$ cat src/rtl/seq_pkg.sv
// Shared types and default parameters for the "1101" detector chain.
// Used by match_window_counter, sat_counter and their benches.
package seq_pkg;

  typedef enum logic {
    IDLE = 1'b0,
    RUN  = 1'b1
  } state_t;

  localparam int DEF_WIN    = 16;
  localparam int DEF_THRESH = 3;
  localparam int DEF_TW     = 16;

endpackage

$ cat src/rtl/sat_counter.sv
// Saturating up-counter with asynchronous active-low reset and synchronous clear.
// Once it reaches all-ones it holds that value instead of wrapping.
module sat_counter #(
  parameter int W = 16
) (
  input  logic         clk,
  input  logic         rst,
  input  logic         clear,
  input  logic         inc,
  output logic [W-1:0] count
);

  always_ff @(posedge clk or negedge rst) begin
    if (!rst) begin
      count <= '0;
    end else if (clear) begin
      count <= '0;
    end else if (inc && (count != '1)) begin
      count <= count + W'(1);
    end
  end

endmodule

$ cat src/rtl/match_window_counter.sv
// Counts detector matches over fixed windows of WIN qualified bits and reports each
// window count over a valid/ready port, with a threshold alarm and a sticky overrun flag.
module match_window_counter
  import seq_pkg::*;
#(
  parameter  int WIN    = DEF_WIN,
  parameter  int THRESH = DEF_THRESH,
  parameter  int TW     = DEF_TW,
  localparam int CW     = $clog2(WIN + 1)
) (
  input  logic          clk,
  input  logic          rst,
  input  logic          en,
  input  logic          clear,
  input  logic          bit_en,
  input  logic          det,
  output logic [CW-1:0] res_count,
  output logic          res_valid,
  input  logic          res_ready,
  output logic          alarm,
  output logic          overrun,
  output logic [TW-1:0] total_hits
);

  state_t        state_q;
  state_t        state_d;
  logic [CW-1:0] bit_cnt;
  logic [CW-1:0] win_hits;
  logic [CW-1:0] final_cnt;
  logic          run_active;
  logic          hit;
  logic          close;

  // Counting only happens on edges where we are already in RUN and stay there.
  assign run_active = (state_q == RUN) && en;
  assign hit        = bit_en & det;
  assign close      = run_active && bit_en && (bit_cnt == CW'(WIN - 1));
  assign final_cnt  = win_hits + CW'(hit);

  always_comb begin
    state_d = state_q;
    case (state_q)
      IDLE:    if (en)  state_d = RUN;
      RUN:     if (!en) state_d = IDLE;
      default: state_d = IDLE;
    endcase
  end

  always_ff @(posedge clk or negedge rst) begin
    if (!rst) begin
      state_q <= IDLE;
    end else if (clear) begin
      state_q <= IDLE;
    end else begin
      state_q <= state_d;
    end
  end

  always_ff @(posedge clk or negedge rst) begin
    if (!rst) begin
      bit_cnt   <= '0;
      win_hits  <= '0;
      res_count <= '0;
      res_valid <= 1'b0;
      alarm     <= 1'b0;
      overrun   <= 1'b0;
    end else if (clear) begin
      bit_cnt   <= '0;
      win_hits  <= '0;
      res_count <= '0;
      res_valid <= 1'b0;
      alarm     <= 1'b0;
      overrun   <= 1'b0;
    end else begin
      if (res_valid && res_ready) begin
        res_valid <= 1'b0;
      end
      if (run_active && bit_en) begin
        if (close) begin
          bit_cnt  <= '0;
          win_hits <= '0;
          alarm    <= (32'(final_cnt) >= $unsigned(THRESH));
          // A result that lands while the previous one is stuck is lost.
          if (!res_valid || res_ready) begin
            res_count <= final_cnt;
            res_valid <= 1'b1;
          end else begin
            overrun <= 1'b1;
          end
        end else begin
          bit_cnt  <= bit_cnt + CW'(1);
          win_hits <= final_cnt;
        end
      end else if (!run_active) begin
        bit_cnt  <= '0;
        win_hits <= '0;
      end
    end
  end

  sat_counter #(
    .W(TW)
  ) u_total (
    .clk   (clk),
    .rst   (rst),
    .clear (clear),
    .inc   (run_active & hit),
    .count (total_hits)
  );

endmodule

$ cat config.mk
export PLATFORM = sky130hd
export DESIGN_NAME = match_window_counter
export DESIGN_NICKNAME = d
export VERILOG_FILES = /design/src/rtl/seq_pkg.sv /design/src/rtl/sat_counter.sv /design/src/rtl/match_window_counter.sv
export SDC_FILE = /design/constraint.sdc
export NUM_CORES = 1
export LEC_CHECK = 0
export BUFFER_PORTS_ARGS = -buffer_cell sky130_fd_sc_hd__clkbuf_2
export CORE_ASPECT_RATIO = 0.75
export CORE_MARGIN = 2
export CORE_UTILIZATION = 45
export CTS_BUF_LIST = sky130_fd_sc_hd__clkbuf_16
export DETAILED_ROUTE_END_ITERATION = 12
export HOLD_SLACK_MARGIN = 0.08
export MAX_ROUTING_LAYER = met4
export PLACE_DENSITY = 0.7
export SYNTH_ARGS = -nofsm -noshare
export SYNTH_HDL_FRONTEND = slang
export SYNTH_SLANG_ARGS = --single-unit
$ cat constraint.sdc
create_clock -name clk -period 2 [get_ports clk]
set_input_delay 0.4 -clock clk [delete_from_list [all_inputs] [get_ports clk]]
set_output_delay 0.4 -clock clk [all_outputs]
set_load 0.02 [all_outputs]
==> impl_metrics.json, run 1 <==
{
  "worstPathRequired_ns": 2.20,
  "hold_class": "primary input to asynchronous set/reset pin",
  "pin_count": 31,
  "crit_slowest_cell": "or4_1",
  "totalWireLength_um": 4160,
  "postSynthAreaPerCell_um2": 9.97,
  "yosysTopAreaCell": "dfrtp_1",
  "synth_nets": 190,
  "rows": 19,
  "rsz0062_at_grt": "no",
  "synth-seq-cells": 35,
  "yosys-top-cells-count": "dfrtp_1, a21oi_1, o31ai_1",
  "htreeDepth": 2,
  "cts_tree": "done",
  "vias": 1571,
  "synth_cell_type_count": 37,
  "critPathTopFamily": "simple AND/OR/NAND/NOR gates",
  "vias_per_cell": 5.84,
  "synth-seq-area-share_pct": 49.1,
  "timing.setup.tns_ns": 0,
  "synth.top_cell.area_share_pct": 49.1,
  "dr.pass1.iters": 4,
  "setup_violations": 0,
  "synthToLayoutAreaGrowth_pct": 20.6,
  "design_area_um2": 2150,
  "grt_usage_pct": 21.6,
  "coreArea_um2": 3730,
  "die_w_um": 76.7,
  "routabilityCongestion": 0.897,
  "rr_startpoint": "u_total.count[3]",
  "clock.fmax_ghz": 0.534,
  "yosysMostFrequentCell": "dfrtp_1",
  "end_kind": "register",
  "cts_root_buf": "clkbuf_16",
  "fin_crit_ns": 1.87,
  "drive_above_1_share_pct": 22.1,
  "status": "completed",
  "power_leakage_uw": 0.000936,
  "grt_overflow_total": 0,
  "maxCapViolations": 0,
  "cts_max_path_buffers": 2,
  "drtIter0Drc": 123,
  "post_drt_wl_per_cell_um": 15.5,
  "dp_hpwl_um": 2940,
  "finalHoldViolCount": 0,
  "syn_area_um2": 1780,
  "r2r_slack_ns": 0.13,
  "path_common_cell": "or4_1",
  "grt_max_degree": 36,
  "hold_buffers": 0,
  "nets": 227,
  "max-slew-margin-rel_pct": 64.0,
  "worst_pin_slew_ns": 0.535,
  "drc": 0,
  "synthArstFlopShare_pct": 100,
  "initial_core_util_pct": 47.8,
  "ys_warn_count": 0,
  "rr_endpoint": "u_total.count[13]",
  "antenna_found_initial": 0,
  "place_area_um2": 2020,
  "synthCells": 179,
  "die_h_um": 58.5,
  "synthTopCellsByArea": "dfrtp_1, o31ai_1, a21oi_1",
  "r2r_cells": 4,
  "period_share_pct": 93.7,
  "clk_latency_ns": 0.28,
  "antenna_cells": 0,
  "fin_util_pct": 57.7,
  "cp-start-kind": "register",
  "grt_pass1_vias": 1474,
  "path_clk_slew_ns": 0.05,
  "cts_setup_buffers": 0,
  "worst-path-buf-inv": 0,
  "cts_resized": 0,
  "regArea_um2": 876,
  "fillers": 317,
  "cts_buffers": 5,
  "cp.arrival_ns": 2.08,
  "crit_path_max_incr_delay_ns": 0.65,
  "ir_worst_vdd_v": 0.000364,
  "final_max_slew_viol_count": 0,
  "fin_skew_ns": 0.00301,
  "clkSinkCount": 35,
  "multi_input_area_um2": 861,
  "dieArea_um2": 4490,
  "timing.hold.ws_ns": 0.155,
  "cp_max_fo": 8,
  "port_buffers": 30,
  "final_antenna_net_count": 0,
  "cp_cell_sequence": "nand2_1, or4_1, or4_1, a21oi_1",
  "criticalPathCategory": "register to register",
  "grt_first_pass_wirelength_um": 7210,
  "p_per_area_nw_per_um2": 691,
  "synth_edf_count": 0,
  "synth_flop_cell": "dfrtp_1"
}
registers in the layout, indices dropped and copies added, names as in the netlist:
name / count
alarm: 1
bit_cnt: 5
overrun: 1
res_count: 5
res_valid: 1
state_q: 1
u_total.count: 16
win_hits: 5
worst reg2reg max path: stages (launching register included):
cell     delay, ns
dfrtp_1       0.44
nand2_1       0.11
or4_1         0.65
or4_1         0.44
a21oi_1       0.16
stage by stage:
step / setup slack, ns / power, uW / instances
global placement: 0.130 / 774 / 261
detailed placement: 0.0554 / 776 / 261
global route: 0.0144 / 1540 / 269
floorplan: 0.132 / 745 / 179
CTS: 0.122 / 1490 / 269
finish: 0.126 / 1490 / 269
routing by layer:
layer	vias up	wire length, um	track usage, %
met5	-	0	-
li1	760	-	-
met2	50	1930	32.0
met3	8	212	5.83
met1	753	1950	28.2
met4	0	72	9.35
logic make-up (layout without fill, tap and decap cells):
group | Yosys count | count (layout) | share of synthesized area, %
AO/OA/AOI/OAI | 50 | 50 | 17.2
XOR/XNOR | 5 | 5 | 2.45
adder cells (fa/ha/maj) | 4 | 4 | 2.81
buffers and inverters | 11 | 49 | 2.67
flip-flops | 35 | 35 | 49.1
multiplexers | 1 | 1 | 0.561
AND/OR/NAND/NOR | 73 | 73 | 25.2
how the worst max path moves through the flow:
stage                startpoint           endpoint  slack [ns]  depth (start not counted)
5_1_grt        u_total.count[3]  u_total.count[13]        0.01                          4
4_1_cts        u_total.count[3]  u_total.count[13]        0.12                          4
3_3_place_gp             bit_en  u_total.count[13]        0.13                          5
6_report       u_total.count[3]  u_total.count[13]        0.13                          4
3_5_place_dp             bit_en  u_total.count[13]        0.06                          5
2_1_floorplan  u_total.count[2]  u_total.count[11]        0.13                          5
report_power, final:
part	internal [uW]	switching, uW
Clock	447	276
Sequential	711	2.45
Combinational	13.4	36.2
cells in the final DEF, fill, tap and decap left out:
master and count:
nand3_1 12, or4_1 10, nor2_1 6, nand3b_1 2
a21oi_1 18, nand2_1 11, a22o_1 2, xor2_1 5
nor3b_1 1, and4_2 1, nand4b_1 1, clkinv_1 2
nor4_2 1, or2_2 1, mux2i_1 1, nand2b_1 2
inv_1 6, nand4_2 1, buf_4 6, dfrtp_1 35
nand3_2 1, clkbuf_2 30, or3_1 5, nand4_1 5
and3_1 2, o2bb2ai_1 3, ha_1 4, and4_1 3
nor3_1 2, nor2b_1 2, a21o_1 1, and3b_1 1
and2_1 1, or4_2 2, o31ai_1 13, clkbuf_16 5
o21ai_0 11, o22ai_1 2
final cells by class:
cell class / count / share of cell area (%)
Clock buffer: 5 / 5.81
Sequential cell: 35 / 40.7
Multi-Input combinational cell: 133 / 40.0
Clock inverter: 3 / 0.523
Inverter: 5 / 0.872
Tap cell: 52 / 3.02
Timing Repair Buffer: 36 / 9.07
(Power assumes the default switching activity.)
==> run 2, diff against run 1 <==
--- a/config.mk
+++ b/config.mk
@@ -7,13 +7,12 @@
 export LEC_CHECK = 0
 export BUFFER_PORTS_ARGS = -buffer_cell sky130_fd_sc_hd__clkbuf_2
 export CORE_ASPECT_RATIO = 0.75
-export CORE_MARGIN = 2
 export CORE_UTILIZATION = 45
 export CTS_BUF_LIST = sky130_fd_sc_hd__clkbuf_16
 export DETAILED_ROUTE_END_ITERATION = 12
 export HOLD_SLACK_MARGIN = 0.08
 export MAX_ROUTING_LAYER = met4
-export PLACE_DENSITY = 0.7
+export PLACE_DENSITY = 0.73
 export SYNTH_ARGS = -nofsm -noshare
 export SYNTH_HDL_FRONTEND = slang
 export SYNTH_SLANG_ARGS = --single-unit
==> constraint.sdc (replaced) <==
create_clock -name clk -period 1.5 [get_ports clk]
set_input_delay 0.3 -clock clk [delete_from_list [all_inputs] [get_ports clk]]
set_output_delay 0.3 -clock clk [all_outputs]
set_load 0.02 [all_outputs]
==> run 2 against run 1 <==
Compared with the run above: the run now ends with setup timing left; cell area increased by 27%; clock power rose by 38%; first-iteration DRC count shrank 0.81%; fmax grew 9.1%; sequential share of layout area shrank 8.2 points; utilization increased by 15 points.
==> impl_metrics.json, run 2 (synthesized netlist as in run 1, its figures left out) <==
{
  "crit_slowest_cell": "or4_4",
  "ir_worst_vdd_v": 0.000567,
  "grt_overflow_total": 0,
  "nets": 281,
  "maxCapViolations": 0,
  "clkSinkCount": 35,
  "coreArea_um2": 3730,
  "rr_endpoint": "u_total.count[13]",
  "synthToLayoutAreaGrowth_pct": 52.9,
  "design_area_um2": 2730,
  "hold_class": "primary input to register",
  "r2r_slack_ns": -0.22,
  "die_h_um": 56.5,
  "cts_buffers": 5,
  "p_per_area_nw_per_um2": 752,
  "rsz0062_at_grt": "yes",
  "hold_path_startpoint": "clear",
  "timing.hold.ws_ns": 0.372,
  "end_kind": "register",
  "holdPathEnd": "alarm",
  "violations": "setup timing",
  "dp_hpwl_um": 3260,
  "final_antenna_net_count": 0,
  "max-slew-margin-rel_pct": 62.9,
  "final_max_slew_viol_count": 0,
  "multi_input_area_um2": 1000,
  "htreeDepth": 2,
  "fin_skew_ns": 0.00725,
  "regArea_um2": 886,
  "rows": 19,
  "rr_startpoint": "state_q",
  "status": "finished with violations",
  "drtIter0Drc": 122,
  "dr.pass1.iters": 4,
  "place_area_um2": 2410,
  "fillers": 277,
  "path_clk_slew_ns": 0.05,
  "fin_util_pct": 73.1,
  "clk_latency_ns": 0.28,
  "critPathTopFamily": "simple AND/OR/NAND/NOR gates",
  "criticalPathCategory": "register to register",
  "setup_violations": 16,
  "busiest_layer": "met1",
  "period_share_pct": 114,
  "post_drt_wl_per_cell_um": 15.9,
  "cp_cell_sequence": "nand4_2, or4_4, or4_4, a21oi_2",
  "totalWireLength_um": 5120,
  "largest_reg_flops": 16,
  "drive_above_1_share_pct": 49.1,
  "cts_tree": "done",
  "cp.arrival_ns": 1.93,
  "cp-start-kind": "register",
  "grt_max_degree": 21,
  "final_common_cell": "buf_4",
  "cts_root_buf": "clkbuf_16",
  "grtUsageMet3_pct": 4.85,
  "die_w_um": 74.7,
  "pin_count": 31,
  "p_total_uw": 2050,
  "grt_use_met1_pct": 40.3,
  "regMostFlops": "u_total.count",
  "cts_max_path_buffers": 2,
  "worstPathRequired_ns": 1.71,
  "r2r_cells": 4,
  "drc": 0,
  "grt_usage_pct": 27.4,
  "antenna_cells": 0,
  "use_met2_pct": 37.3,
  "clock.fmax_ghz": 0.582,
  "antenna_found_initial": 0,
  "dieArea_um2": 4220,
  "grt_first_pass_wirelength_um": 8230,
  "vias": 1797,
  "port_buffers": 30,
  "mostFrequentLayoutCells": "buf_4, clkbuf_2, dfrtp_1",
  "vias_per_cell": 5.56,
  "path_common_cell": "or4_4",
  "post_layout_nonfiller_instances": 323,
  "routabilityCongestion": 0.826,
  "finalHoldViolCount": 0,
  "worst_pin_slew_ns": 0.556,
  "fin_crit_ns": 1.72,
  "whs_path_depth": 3,
  "cp_max_fo": 7,
  "crit_path_max_incr_delay_ns": 0.60,
  "layout_setup_ws_ns": -0.217,
  "place_inst": 307,
  "power_leakage_uw": 0.00123,
  "initial_core_util_pct": 47.8,
  "worst-path-buf-inv": 0,
  "grt_pass1_vias": 1679
}
run 2: changes by cell type in the layout (fill, tap and decap cells not counted), moves of 5 or more:
cell / previous run / this run
a21oi_2: 0 / 5
dfrtp_1: 35 / 27
buf_4: 6 / 56
a21oi_1: 18 / 13
or4_4: 0 / 6
dfrtp_2: 0 / 8
run 2: layout make-up:
class | count | share of cell area (%)
tap | 52 | 2.38
clock buffer | 5 | 4.59
inverter | 5 | 0.688
timing repair buffer | 90 | 22.5
sequential | 35 | 32.5
multi-input combinational | 133 | 36.8
clock inverter | 3 | 0.596
run 2: through the flow:
stage | worst slack (ns) | setup TNS [ns]
3_3_place_gp | -0.219 | -2.46
2_1_floorplan | -0.278 | -3.07
5_1_grt | -0.255 | -2.89
4_1_cts | -0.218 | -2.37
6_report | -0.217 | -2.05
3_5_place_dp | -0.259 | -3.07
run 2: metal layers:
layer / vias up / share of wire (%)
li1: 874 / -
met1: 857 / 47
met2: 57 / 46
met3: 9 / 5.0
met4: 0 / 1.6
met5: - / 0
run 2: worst max-delay path by stage:
stage                                 from                 to  cells past startpoint
after floorplan           u_total.count[2]  u_total.count[11]                      5
after global placement    u_total.count[0]   u_total.count[9]                      4
after detailed placement  u_total.count[0]   u_total.count[3]                      6
after CTS                 u_total.count[1]  u_total.count[13]                      4
after global routing               state_q   u_total.count[7]                      6
final                              state_q  u_total.count[13]                      4
run 2: tightest hold or removal path, delay by kind of cell:
| kind | cells | cell delay (ns) |
|---|---|---|
| buf+inv | 2 | 0.27 |
| simple gates | 1 | 0.05 |
run 2: repair_timing:
item                                    in CTS  in global routing
hold endpoints to repair                    18                  0
endpoints found under the setup margin      16                 23
hold buffers                                 1                  0
setup buffers                                4                  3
gates resized for setup                     14                 16
pin swaps                                   18                 10
gates cloned                                 1                  0
run 2: power breakdown:
group | switching [uW] | leakage (uW) | internal (uW)
Sequential | 2.45 | 0.000475 | 947
Clock | 399 | 0.0000710 | 605
Combinational | 59.3 | 0.000685 | 39.0
Total | 461 | 0.00123 | 1590
